`config.mk`:
```
export PLATFORM = sky130hd
export DESIGN_NAME = inst_fetch
export DESIGN_NICKNAME = d
export VERILOG_FILES = /design/src/rtl/cpu_defs.sv /design/src/rtl/pc_gen.sv /design/src/rtl/inst_fetch.sv
export SDC_FILE = /design/constraint.sdc
export NUM_CORES = 1
export LEC_CHECK = 0
export BUFFER_PORTS_ARGS = -buffer_cell sky130_fd_sc_hd__buf_2
export CORE_ASPECT_RATIO = 0.75
export CORE_MARGIN = 5
export CORE_UTILIZATION = 44
export DETAILED_ROUTE_END_ITERATION = 8
export PLACE_DENSITY = 0.77
export RECOVER_POWER = 25
export SKIP_LAST_GASP = 1
export SLEW_MARGIN = 20
export SYNTH_ARGS = -nofsm -noshare
export SYNTH_HDL_FRONTEND = slang
export SYNTH_SLANG_ARGS = --single-unit
```
`constraint.sdc`:
```
create_clock -name clk -period 1.83 [get_ports clk]
set_input_delay 0.183 -clock clk [delete_from_list [all_inputs] [get_ports clk]]
set_output_delay 0.183 -clock clk [all_outputs]
set_load 0.03 [all_outputs]
```
`src/rtl/cpu_defs.sv`:
```
// ---------------------------------------------------------------------------
// cpu_defs
// Shared definitions for the MIPS core front end.
//   INST_W          : instruction / address word width (32)
//   RESET_PC_DEF    : default first fetch address after reset
//   EXC_VECTOR_DEF  : default exception entry address
//   NOP_INST        : all-zero word used for flushed / faulted IF/ID slots
//   word_t          : 32-bit word type
//   if_id_t         : contents of the IF/ID pipeline register
//   pc_src_e        : which source the next-PC mux selected
// ---------------------------------------------------------------------------
package cpu_defs;

    localparam int INST_W = 32;

    typedef logic [INST_W-1:0] word_t;

    localparam word_t RESET_PC_DEF   = 32'h0000_0000;
    localparam word_t EXC_VECTOR_DEF = 32'h0000_0020;
    localparam word_t NOP_INST       = 32'h0000_0000;
    localparam word_t PC_STEP        = 32'd4;

    typedef struct packed {
        logic  valid;
        word_t pc;
        word_t inst;
        logic  adel;
    } if_id_t;

    // Ordered highest priority first.
    typedef enum logic [2:0] {
        SRC_EXC,
        SRC_ERET,
        SRC_HOLD,
        SRC_BRANCH,
        SRC_SEQ
    } pc_src_e;

    // A fetch address is legal only when word aligned.
    function automatic logic misaligned(input logic [1:0] addr_lsb);
        return addr_lsb != 2'b00;
    endfunction

    // The value IF/ID takes on exception entry / eret.
    function automatic if_id_t if_id_flush();
        if_id_t f;
        f.valid = 1'b0;
        f.pc    = '0;
        f.inst  = NOP_INST;
        f.adel  = 1'b0;
        return f;
    endfunction

endpackage

```
`src/rtl/pc_gen.sv`:
```
// ---------------------------------------------------------------------------
// pc_gen
// Combinational next-PC selection for the fetch stage.
// Priority, highest first: exception -> eret -> stall (hold) -> branch -> pc+4.
// Ports:
//   pc_i            current PC
//   stall_i         hold request from the hazard unit
//   branch_i        branch redirect request from ID
//   branch_target_i branch destination
//   exc_i           exception entry request
//   eret_i          return-from-exception request
//   epc_i           return address from CP0
//   next_pc_o       PC to load on the next clock edge
// ---------------------------------------------------------------------------
module pc_gen
    import cpu_defs::*;
#(
    parameter word_t EXC_VECTOR = EXC_VECTOR_DEF
) (
    input  logic [INST_W-1:0] pc_i,
    input  logic              stall_i,
    input  logic              branch_i,
    input  logic [INST_W-1:0] branch_target_i,
    input  logic              exc_i,
    input  logic              eret_i,
    input  logic [INST_W-1:0] epc_i,
    output logic [INST_W-1:0] next_pc_o
);

    pc_src_e src;

    always_comb begin
        // NOTE: every output of a combinational block gets a default first so
        // no path leaves it unassigned, which would infer a latch.
        src = SRC_SEQ;
        if (exc_i) begin
            src = SRC_EXC;
        end else if (eret_i) begin
            src = SRC_ERET;
        end else if (stall_i) begin
            // ID is frozen, so a pending branch is re-presented later.
            src = SRC_HOLD;
        end else if (branch_i) begin
            src = SRC_BRANCH;
        end
    end

    always_comb begin
        next_pc_o = pc_i + PC_STEP;  // 32-bit add: 0xFFFF_FFFC wraps to 0
        case (src)
            SRC_EXC:    next_pc_o = EXC_VECTOR;
            SRC_ERET:   next_pc_o = epc_i;
            SRC_HOLD:   next_pc_o = pc_i;
            SRC_BRANCH: next_pc_o = branch_target_i;
            default:    next_pc_o = pc_i + PC_STEP;
        endcase
    end

endmodule

```
`src/rtl/inst_fetch.sv`:
```
// ---------------------------------------------------------------------------
// inst_fetch
// Instruction-fetch stage: owns the PC, drives the combinational instruction
// ROM and captures the returned word into the IF/ID register.
// Ports:
//   clk, rst_n      clock, asynchronous active-low reset
//   stall           hold PC and IF/ID
//   branch_taken    redirect from ID (the word fetched alongside is the
//                   delay slot and is kept)
//   branch_target   redirect address
//   exc_req         go to EXC_VECTOR and flush IF/ID
//   eret            go to epc and flush IF/ID
//   epc             return address from CP0
//   inst_ce         instruction memory chip enable (registered)
//   inst_addr       byte address to memory (the PC itself)
//   inst_data       word returned by memory in the same cycle
//   id_valid        IF/ID holds a real instruction
//   id_pc           PC of id_inst
//   id_inst         captured instruction (0 on a misaligned fetch)
//   id_adel         id_pc was misaligned
// ---------------------------------------------------------------------------
module inst_fetch
    import cpu_defs::*;
#(
    parameter word_t RESET_PC   = RESET_PC_DEF,
    parameter word_t EXC_VECTOR = EXC_VECTOR_DEF
) (
    input  logic              clk,
    input  logic              rst_n,
    input  logic              stall,
    input  logic              branch_taken,
    input  logic [INST_W-1:0] branch_target,
    input  logic              exc_req,
    input  logic              eret,
    input  logic [INST_W-1:0] epc,
    output logic              inst_ce,
    output logic [INST_W-1:0] inst_addr,
    input  logic [INST_W-1:0] inst_data,
    output logic              id_valid,
    output logic [INST_W-1:0] id_pc,
    output logic [INST_W-1:0] id_inst,
    output logic              id_adel
);

    word_t  pc_q, pc_d;
    logic   ce_q, ce_d;
    if_id_t if_id_q, if_id_d;
    word_t  next_pc;

    pc_gen #(
        .EXC_VECTOR(EXC_VECTOR)
    ) u_pc_gen (
        .pc_i           (pc_q),
        .stall_i        (stall),
        .branch_i       (branch_taken),
        .branch_target_i(branch_target),
        .exc_i          (exc_req),
        .eret_i         (eret),
        .epc_i          (epc),
        .next_pc_o      (next_pc)
    );

    always_comb begin
        pc_d    = pc_q;
        if_id_d = if_id_q;
        ce_d    = 1'b1;  // enable rises on the first edge after reset and stays

        // Until memory is enabled nothing has been fetched, so the PC and
        // IF/ID wait; the first capture happens on the second edge.
        if (ce_q) begin
            pc_d = next_pc;
            if (exc_req || eret) begin
                // Flush wins over stall: the frozen ID instruction is abandoned.
                if_id_d = if_id_flush();
            end else if (!stall) begin
                if_id_d.valid = 1'b1;
                if_id_d.pc    = pc_q;
                if (misaligned(pc_q[1:0])) begin
                    if_id_d.inst = NOP_INST;
                    if_id_d.adel = 1'b1;
                end else begin
                    if_id_d.inst = inst_data;
                    if_id_d.adel = 1'b0;
                end
            end
        end
    end

    always_ff @(posedge clk or negedge rst_n) begin
        if (!rst_n) begin
            pc_q    <= RESET_PC;
            ce_q    <= 1'b0;
            if_id_q <= if_id_flush();
        end else begin
            // NOTE: sequential state uses non-blocking assignments so every
            // register samples its pre-edge value, independent of order.
            pc_q    <= pc_d;
            ce_q    <= ce_d;
            if_id_q <= if_id_d;
        end
    end

    assign inst_ce   = ce_q;
    assign inst_addr = pc_q;
    assign id_valid  = if_id_q.valid;
    assign id_pc     = if_id_q.pc;
    assign id_inst   = if_id_q.inst;
    assign id_adel   = if_id_q.adel;

endmodule

```
### After elaboration in Yosys (flattened, before gate mapping)

Cells that the tools add are included.

| word-level totals | value |
|---|---|
| flip-flop bits (word level) | 99 |
| input bits | 102 |
| output and inout bits | 99 |
| logic and storage cells | 25 |

| operators by class | value |
|---|---|
| $add $sub $neg | 1 |
| equality and inequality tests | 4 |
| muxes and demuxes | 8 |
| bitwise gates (word level) | 1 |
| reductions and logical operators | 5 |

Operators with widths:

| operator | count |
|---|---|
| two-way mux 66 bit | 2 |
| one-hot mux 32 bit (4 select lines) | 1 |
| two-way mux 33 bit | 1 |
| adder 32 x 3 -> 32 bit (second input constant) | 1 |
| two-way mux 3 bit | 4 |
| equality test 3 x 2 -> 1 bit (second input constant) | 2 |
| AND reduction 2 bit | 2 |
| equality test 3 x 1 -> 1 bit (second input constant) | 1 |
| zero test 3 bit | 1 |
| != test 2 x 1 -> 1 bit (second input constant) | 1 |
| nonzero test 2 bit | 1 |
| logical OR 1 bit | 1 |
| inverter 1 bit | 1 |

### Longest topological paths before layout

Gate-level depths: netlist (run 1).

| logic depth | value |
|---|---|
| depth in word-level cells | 7 |
| gate-level depth with buffers | 8 |
| depth with buffers taken out | 6 |

### Cells and area by module

A second synthesis (run 1) with hierarchy kept.

| unflattened totals | value |
|---|---|
| cell total of the unflattened synthesis | 480 |
| area, all modules | 5144.9 um^2 |

Modules (own cells, without submodules):

| module | times used | cells an instance | area each (um^2) | seq. area each (um^2) |
|---|---|---|---|---|
| inst_fetch | 1 | 263 | 3748.6 | 2477.4 |
| pc_gen | 1 | 217 | 1396.3 | 0.0 |

### Worst setup path before layout (run 1)

No wires, ideal clock.

| timing path | value |
|---|---|
| path type | register to register |
| start | reg pc_q[9], in the netlist inst_addr[9] |
| end | reg pc_q[21], in the netlist inst_addr[21] |
| setup time | 0.144 ns |
| arrival time | 1.996 ns |
| data required time | 1.686 ns |
| setup slack | -0.310 ns |
| cell stages (with the launch flop) | 7 |
| path buffers | 1 |
| clock period less this slack | 2.140 ns |
| cell sequence | dfrtp_1 buf_4 nand3_4 or4b_4 or4_4 nand3_1 o311ai_2 |

| on the way | value |
|---|---|
| longest elaborated chain between the ends | 2 |

Ends and longest elaborated chain:

| item | RTL line | RTL |
|---|---|---|
| from (decl) | inst_fetch.sv:45 | `word_t pc_q, pc_d;` |
| from (signal assigned) | inst_fetch.sv:97 | `pc_q <= pc_d;` |
| adder 32 x 3 -> 32 bit | pc_gen.sv:55 | `default: next_pc_o = pc_i + PC_STEP;` |
| one-hot mux 32 bit (4 select lines) | pc_gen.sv:50 | `case (src)` |

Every way passes these cells.
A chain may end at the register's enable or synchronous reset.

### Final worst setup path (run 1)

| timing path | value |
|---|---|
| start | reg pc_q[2], in the netlist inst_addr[2] |
| end | reg pc_q[21], in the netlist inst_addr[21] |

The elaborated chain is that of the path after synthesis.

==> results of run 1 <==
-- power by group --
group	total [W]	switching [W]	internal [W]
logic	0.00140	0.000914	0.000491
registers	0.00250	0.000144	0.00236
clock network	0.00197	0.000885	0.00109
-- placed cells by master, fill, tap and decap left out, types with 13 or more instances in the layout --
master,instances
o21ai_0,55
nand2_1,91
nor2_1,15
a21oi_1,39
nor3_1,13
nand3_1,17
buf_2,199
dfrtp_1,87
buf_4,51
a22o_1,39
-- cells by family (layout without fill, tap and decap cells) --
family | after synthesis | after routing
AND/OR/NAND/NOR | 195 | 195
flip-flops | 99 | 99
multiplexers | 1 | 1
other | 1 | 1
adder cells (fa/ha/maj) | 1 | 1
AO/OA/AOI/OAI | 184 | 184
buffers and inverters | 55 | 285
XOR/XNOR | 1 | 1
-- sequential cells by signal, summed over array words and instances, names as in the netlist --
register,count
id_adel,1
inst_ce,1
id_pc,32
id_valid,1
inst_addr,32
id_inst,32
-- layer usage --
layer | GRT usage (%) | wire length (microns)
met4 | 7.28 | 314
met3 | 6.26 | 1230
met1 | 30.4 | 6920
met2 | 38.8 | 8010
met5 | 0 | 0
-- layout make-up --
type                       instances  area [sq um]
fill                             945          4140
sequential                        99          2490
multi-input combinational        383          2300
timing repair buffer             257          1480
clock buffer                       9           225
tap                              140           175
clock inverter                     7          83.8
inverter                          12          45.0
-- stage by stage --
step	hold slack (ns)	area, sq um	cells	util, %
2_1_floorplan	-0.113	4990	537	-
3_3_place_gp	0.280	6440	886	58.9
3_5_place_dp	0.288	6440	886	58.9
4_1_cts	0.0367	6760	903	61.8
5_1_grt	0.0437	6810	907	62.2
6_report	0.0485	6810	907	62.2
-- final timing paths --
path | cells after the start | slack (ns) | from | endpoint
max reg2reg | 4 | -0.04 | inst_addr[2]$_DFFE_PN0P_ | inst_addr[21]$_DFFE_PN0P_
min reg2reg | 2 | 0.48 | id_pc[31]$_DFFE_PN0P_ | id_pc[31]$_DFFE_PN0P_
max | 4 | -0.04 | inst_addr[2]$_DFFE_PN0P_ | inst_addr[21]$_DFFE_PN0P_
min in group asynchronous | 3 | 0.62 | rst_n | id_pc[15]$_DFFE_PN0P_
max in group asynchronous | 3 | 0.56 | rst_n | inst_addr[6]$_DFFE_PN0P_
min | 2 | 0.05 | inst_data[23] | id_inst[23]$_DFFE_PN0P_
-- what timing repair did --
item | 4_1_cts | 5_1_grt
setup endpoints to repair | 1 | 9
setup buffers | 0 | 4
gates resized for setup | 0 | 5
endpoints found under the hold margin | 99 | 0
gates cloned | 0 | 0
hold buffers | 1 | 0
pin swaps | 0 | 2
==> results.py, run 1 <==
metrics = {
    "synth": {
        "async_set_reset_flop_share_out_of_synthesis_pct": 100,
        "post_synth_num_cell_types": 59,
        "muxShareOfSynthArea_pct": 0.203,
        "yosys.area_share.simple_pct": 19.8,
        "yosys.cell_count.top_type": "dfrtp_1",
        "sequential_fraction_of_the_synthesis_area_pct": 50.1,
        "mappedNetlistNets": 640,
        "main_combinational_cell_family_by_area_after_synthesis": "compound AO/OA/AOI/OAI gates",
        "synth_edf_count": 0,
        "cells_taking_the_most_area_after_synthesis": "dfrtp_1 50%, a22o_1 6.9%, nand2_1 6.9%",
        "yosys.area_share.adder_pct": 0.253,
        "synthXorXnorAreaFrac_pct": 0.177,
        "synth_seq_cells": 99,
        "avg_cell_area_syn_sq_um": 9.20,
        "syn_inst": 537,
        "post-synth-top-area-fraction_pct": 50.1,
        "post_synth_instance_area_sq_um": 4940,
        "synth.top_cells.by_count": "99 x dfrtp_1, 91 x nand2_1, 55 x o21ai_0",
        "yosysTopAreaCell": "dfrtp_1",
        "yosys_warnings": 0,
        "synth_compound_area_share_pct": 24.9,
        "yosys_most_used_dff": "dfrtp_1",
    },
    "detailed_routing": {
        "routed_wire_length_per_instance_microns": 18.2,
        "antenna_violating_nets_post_route": 0,
        "first_iter_violations": 404,
        "avgViaCountPerCell": 5.69,
        "drt-pass1-iter-count": 5,
        "detail_route.wirelength_microns": 16500,
        "number_of_drc_violations_after_detailed_routing": 0,
        "num_vias": 5163,
    },
    "layout": {
        "layout.nets": 865,
        "layout-area-overhead-vs-synth_pct": 37.7,
        "num_antenna_cells": 0,
        "drive_above_1_share_pct": 39.4,
    },
    "sta": {
        "worst-slew-pin-transition_ns": 0.914,
        "timing_hold_violations_final": 0,
        "final_ws_setup_ns": -0.0394,
        "slew_violations": 0,
        "tns_ns": -0.0394,
        "max_slew_margin_pct": 39.1,
        "setup_violations": 1,
        "rsz0062_at_grt": "yes",
        "period_minus_slack_ns": 1.87,
        "timing.clock.skew_ns": 0.00832,
        "period_share_pct": 102,
        "fmaxAchievable_ghz": 0.535,
    },
    "run_status": {
        "violations": "negative setup slack",
        "status": "finished with violations",
    },
    "clocking": {
        "clkLatencyLatePin_ns": 0.34,
        "clock_slew_at_the_register_clock_pins_of_the_worst_setup_and_hold_paths_ns": 0.07,
        "clockRootBuffer": "clkbuf_16",
        "clock_sink_count": 99,
        "ctsLongestPathBuffers": 2,
        "cts_htree_levels": 3,
        "tritoncts": "built",
        "cts_inserted_buffers": 9,
    },
    "placed_design": {
        "placement.io_buffers": 200,
        "gp_routability_congestion": 0.889,
        "dp_hpwl_microns": 12100,
        "dp_worst_setup_slack_ns": -0.0315,
    },
    "power_and_ir_drop": {
        "power_leakage_nw": 3.39,
        "irDropWorstVdd_v": 0.000429,
        "power_per_cell_area_nw_per_um2": 863,
        "post-layout-total-power_w": 0.00588,
    },
    "floorplan": {
        "num_io_pins": 201,
        "placement_rows": 33,
        "floorplan.die.width_microns": 132,
        "die_area_sq_um": 13500,
        "core_region_area_sq_um": 10900,
        "floorplan.die.height_microns": 102,
        "starting_density_of_the_core_pct": 45.2,
    },
    "worst_setup_path": {
        "crit_path_max_fanout": 3,
        "critPathKind": "register to register",
        "setup.worst_path.start_class": "register",
        "timing.critical_path.slowest_stage_cell": "or4b_4",
        "worstPathBufferInverterCount": 0,
        "end_kind": "register",
        "timing.critical_path.cells": "and4_4 -> or4b_4 -> or4_4 -> o311ai_2",
        "critical_path.max_stage_delay_ns": 0.48,
        "worst_ep_required_time_ns": 2.08,
        "critPathArrivalTime_ns": 2.11,
        "cpLargestDelayFamily": "simple AND/OR/NAND/NOR gates",
    },
    "global_route": {
        "number_of_global_route_vias_before_repair": 5092,
        "gr-usage-all-layers_pct": 23.4,
        "globalRouteOverflowTotal": 0,
        "grt_start_max_net_pins": 100,
        "antenna_found_initial": 0,
        "grt_pass1_wl_microns": 25600,
    },
    "min_path": {
        "min_path_type": "input port to register",
    },
    "flow_run": {
        "max_cap_viol_count": 0,
    },
}
Power figures use the tool's default switching activity.
==> inputs of run 2 (changes only) <==
--- a/config.mk
+++ b/config.mk
@@ -6,7 +6,7 @@
 export NUM_CORES = 1
 export LEC_CHECK = 0
 export BUFFER_PORTS_ARGS = -buffer_cell sky130_fd_sc_hd__buf_2
-export CORE_ASPECT_RATIO = 0.75
+export CORE_ASPECT_RATIO = 0.7
 export CORE_MARGIN = 5
 export CORE_UTILIZATION = 44
 export DETAILED_ROUTE_END_ITERATION = 8
==> run 2 against run 1 <==
The run still ends with negative setup slack left; setup slack improved by 0.015 ns; first-iteration DRC count increased by 13%; combinational power about the same; sequential cell count unchanged; via count increased by 0.19%; routed wire length increased by 0.21%; clock skew decreased by 0.0012 ns; cell area increased by 1.6%; utilization increased by 0.59 points; sequential share of layout area decreased by 0.57 points; critical path depth unchanged; largest power group unchanged.
==> results.py, run 2 (same netlist as run 1, synthesis figures left out) <==
metrics = {
    "sta": {
        "worst-slew-pin-transition_ns": 0.963,
        "tns_ns": -0.0244,
        "rsz0062_at_grt": "yes",
        "fmaxAchievable_ghz": 0.539,
        "final_ws_setup_ns": -0.0244,
        "hold-worst-slack_ns": 0.0467,
        "period_share_pct": 101,
        "period_minus_slack_ns": 1.85,
        "setup_violations": 1,
        "timing.clock.skew_ns": 0.00715,
        "timing_hold_violations_final": 0,
        "slew_violations": 0,
        "max_slew_margin_pct": 35.8,
    },
    "power_and_ir_drop": {
        "power_leakage_nw": 3.45,
        "power_frac_comb_pct": 22.3,
        "p_sw_share_pct": 30.9,
        "sequentialPowerShare_pct": 40.0,
        "clkPwrFrac_pct": 37.7,
        "cellInternalPower_w": 0.00434,
        "power_per_cell_area_nw_per_um2": 909,
        "net_switching_power_of_the_design_w": 0.00194,
        "irDropWorstVdd_v": 0.000576,
    },
    "global_route": {
        "grt.busiest_layer": "met2",
        "grt_start_max_net_pins": 51,
        "number_of_global_route_vias_before_repair": 5135,
        "grt_use_met1_pct": 33.8,
        "gr-usage-all-layers_pct": 24.6,
        "globalRouteOverflowTotal": 0,
        "antenna_found_initial": 0,
        "grt_pass1_wl_microns": 26400,
        "met2_layer_usage_reported_by_global_route_pct": 39.5,
        "grtUsageMet3_pct": 5.66,
    },
    "clocking": {
        "clkLatencyLatePin_ns": 0.35,
        "clock_slew_at_the_register_clock_pins_of_the_worst_setup_and_hold_paths_ns": 0.07,
        "cts_inserted_buffers": 9,
        "tritoncts": "built",
        "cts_htree_levels": 3,
        "ctsLongestPathBuffers": 2,
        "clockRootBuffer": "clkbuf_16",
        "clock_sink_count": 99,
    },
    "min_path": {
        "min_path_type": "input port to register",
    },
    "floorplan": {
        "core_region_area_sq_um": 11000,
        "placement_rows": 32,
        "floorplan.die.width_microns": 137,
        "die_area_sq_um": 13500,
        "floorplan.die.height_microns": 98.7,
        "num_io_pins": 201,
        "starting_density_of_the_core_pct": 44.9,
    },
    "placed_design": {
        "dp_worst_setup_slack_ns": -0.0148,
        "dp_hpwl_microns": 12400,
        "placed_cell_area_sq_um": 6500,
        "placement.io_buffers": 200,
        "gp_routability_congestion": 0.941,
    },
    "worst_setup_path": {
        "crit_path_max_fanout": 3,
        "setup.worst_path.start_class": "register",
        "cpLargestDelayFamily": "simple AND/OR/NAND/NOR gates",
        "critPathArrivalTime_ns": 2.10,
        "critPathKind": "register to register",
        "timing.critical_path.cells": "and4_4 -> or4b_4 -> or4_4 -> o311ai_2",
        "timing.critical_path.slowest_stage_cell": "or4b_4",
        "worst_ep_required_time_ns": 2.08,
        "worstPathBufferInverterCount": 0,
        "end_kind": "register",
        "critical_path.max_stage_delay_ns": 0.47,
    },
    "layout": {
        "final_util_pct": 62.8,
        "num-fill-cells": 912,
        "multiInputGateArea_sq_um": 2320,
        "drive_above_1_share_pct": 39.6,
        "leading_cell_type_in_the_layout_fill_and_taps_excluded": "buf_2",
        "layout-area-overhead-vs-synth_pct": 39.9,
        "post-route-cell-area_sq_um": 6910,
        "num_antenna_cells": 0,
        "layout.nets": 869,
        "layout_common_cells": "199 x buf_2, 91 x nand2_1, 87 x dfrtp_1",
        "seq_cell_area_sq_um": 2490,
    },
    "flow_run": {
        "max_cap_viol_count": 0,
    },
    "detailed_routing": {
        "detail_route.wirelength_microns": 16500,
        "number_of_drc_violations_after_detailed_routing": 0,
        "drt-pass1-iter-count": 5,
        "avgViaCountPerCell": 5.60,
        "antenna_violating_nets_post_route": 0,
        "first_iter_violations": 457,
        "num_vias": 5173,
        "routed_wire_length_per_instance_microns": 17.9,
    },
    "run_status": {
        "violations": "negative setup slack",
        "status": "finished with violations",
    },
}
-- run 2: changes by cell type in the layout (fill, tap and decap cells not counted), moves of 2 or more --
cell,change
clkinv_4,-2
clkbuf_1,+2
buf_4,+3
bufinv_16,+3
-- run 2: worst paths after layout --
path / start / end / slack, ns / cells past startpoint
worst max-delay path: inst_addr[3]$_DFFE_PN0P_ / inst_addr[21]$_DFFE_PN0P_ / -0.02 / 4
worst min-delay path: inst_data[6] / id_inst[6]$_DFFE_PN0P_ / 0.05 / 2
worst max register to register: inst_addr[3]$_DFFE_PN0P_ / inst_addr[21]$_DFFE_PN0P_ / -0.02 / 4
worst min register to register: id_pc[12]$_DFFE_PN0P_ / id_pc[12]$_DFFE_PN0P_ / 0.48 / 2
max in group asynchronous: rst_n / id_inst[18]$_DFFE_PN0P_ / 0.28 / 3
min in group asynchronous: rst_n / id_adel$_DFFE_PN0P_ / 0.51 / 2
-- run 2: power groups by stage --
stage	registers [W]	logic (W)	clock network, W
floorplan	0.00288	0.000431	0
global placement	0.00254	0.00137	0
detailed placement	0.00255	0.00139	0
CTS	0.00251	0.00140	0.00240
global route	0.00254	0.00151	0.00249
finish	0.00251	0.00140	0.00237
-- run 2: per-stage QoR --
step / power (W) / cells
finish: 0.00628 / 924
CTS: 0.00632 / 922
global placement: 0.00391 / 904
global route: 0.00654 / 924
detailed placement: 0.00394 / 904
floorplan: 0.00331 / 537
-- run 2: area by class of cell --
class | instances | share of cell area, %
clock buffer | 9 | 3.26
clock inverter | 7 | 2.14
inverter | 12 | 0.652
multi-input combinational | 383 | 33.5
sequential | 99 | 36.1
tap | 153 | 2.77
timing repair buffer | 261 | 21.6
-- run 2: per-layer routing --
layer  routed length [microns]  up-vias
met1                      7010     2479
met2                      7830      251
li1                          -     2421
met5                         0        -
met3                      1420       22
met4                       256        0
-- run 2: what timing repair did --
action	4_1_cts	5_1_grt
setup endpoints to repair	2	10
hold buffers	1	0
pin swaps	0	4
hold endpoints to repair	32	0
setup buffers	1	2
gates resized for setup	1	6
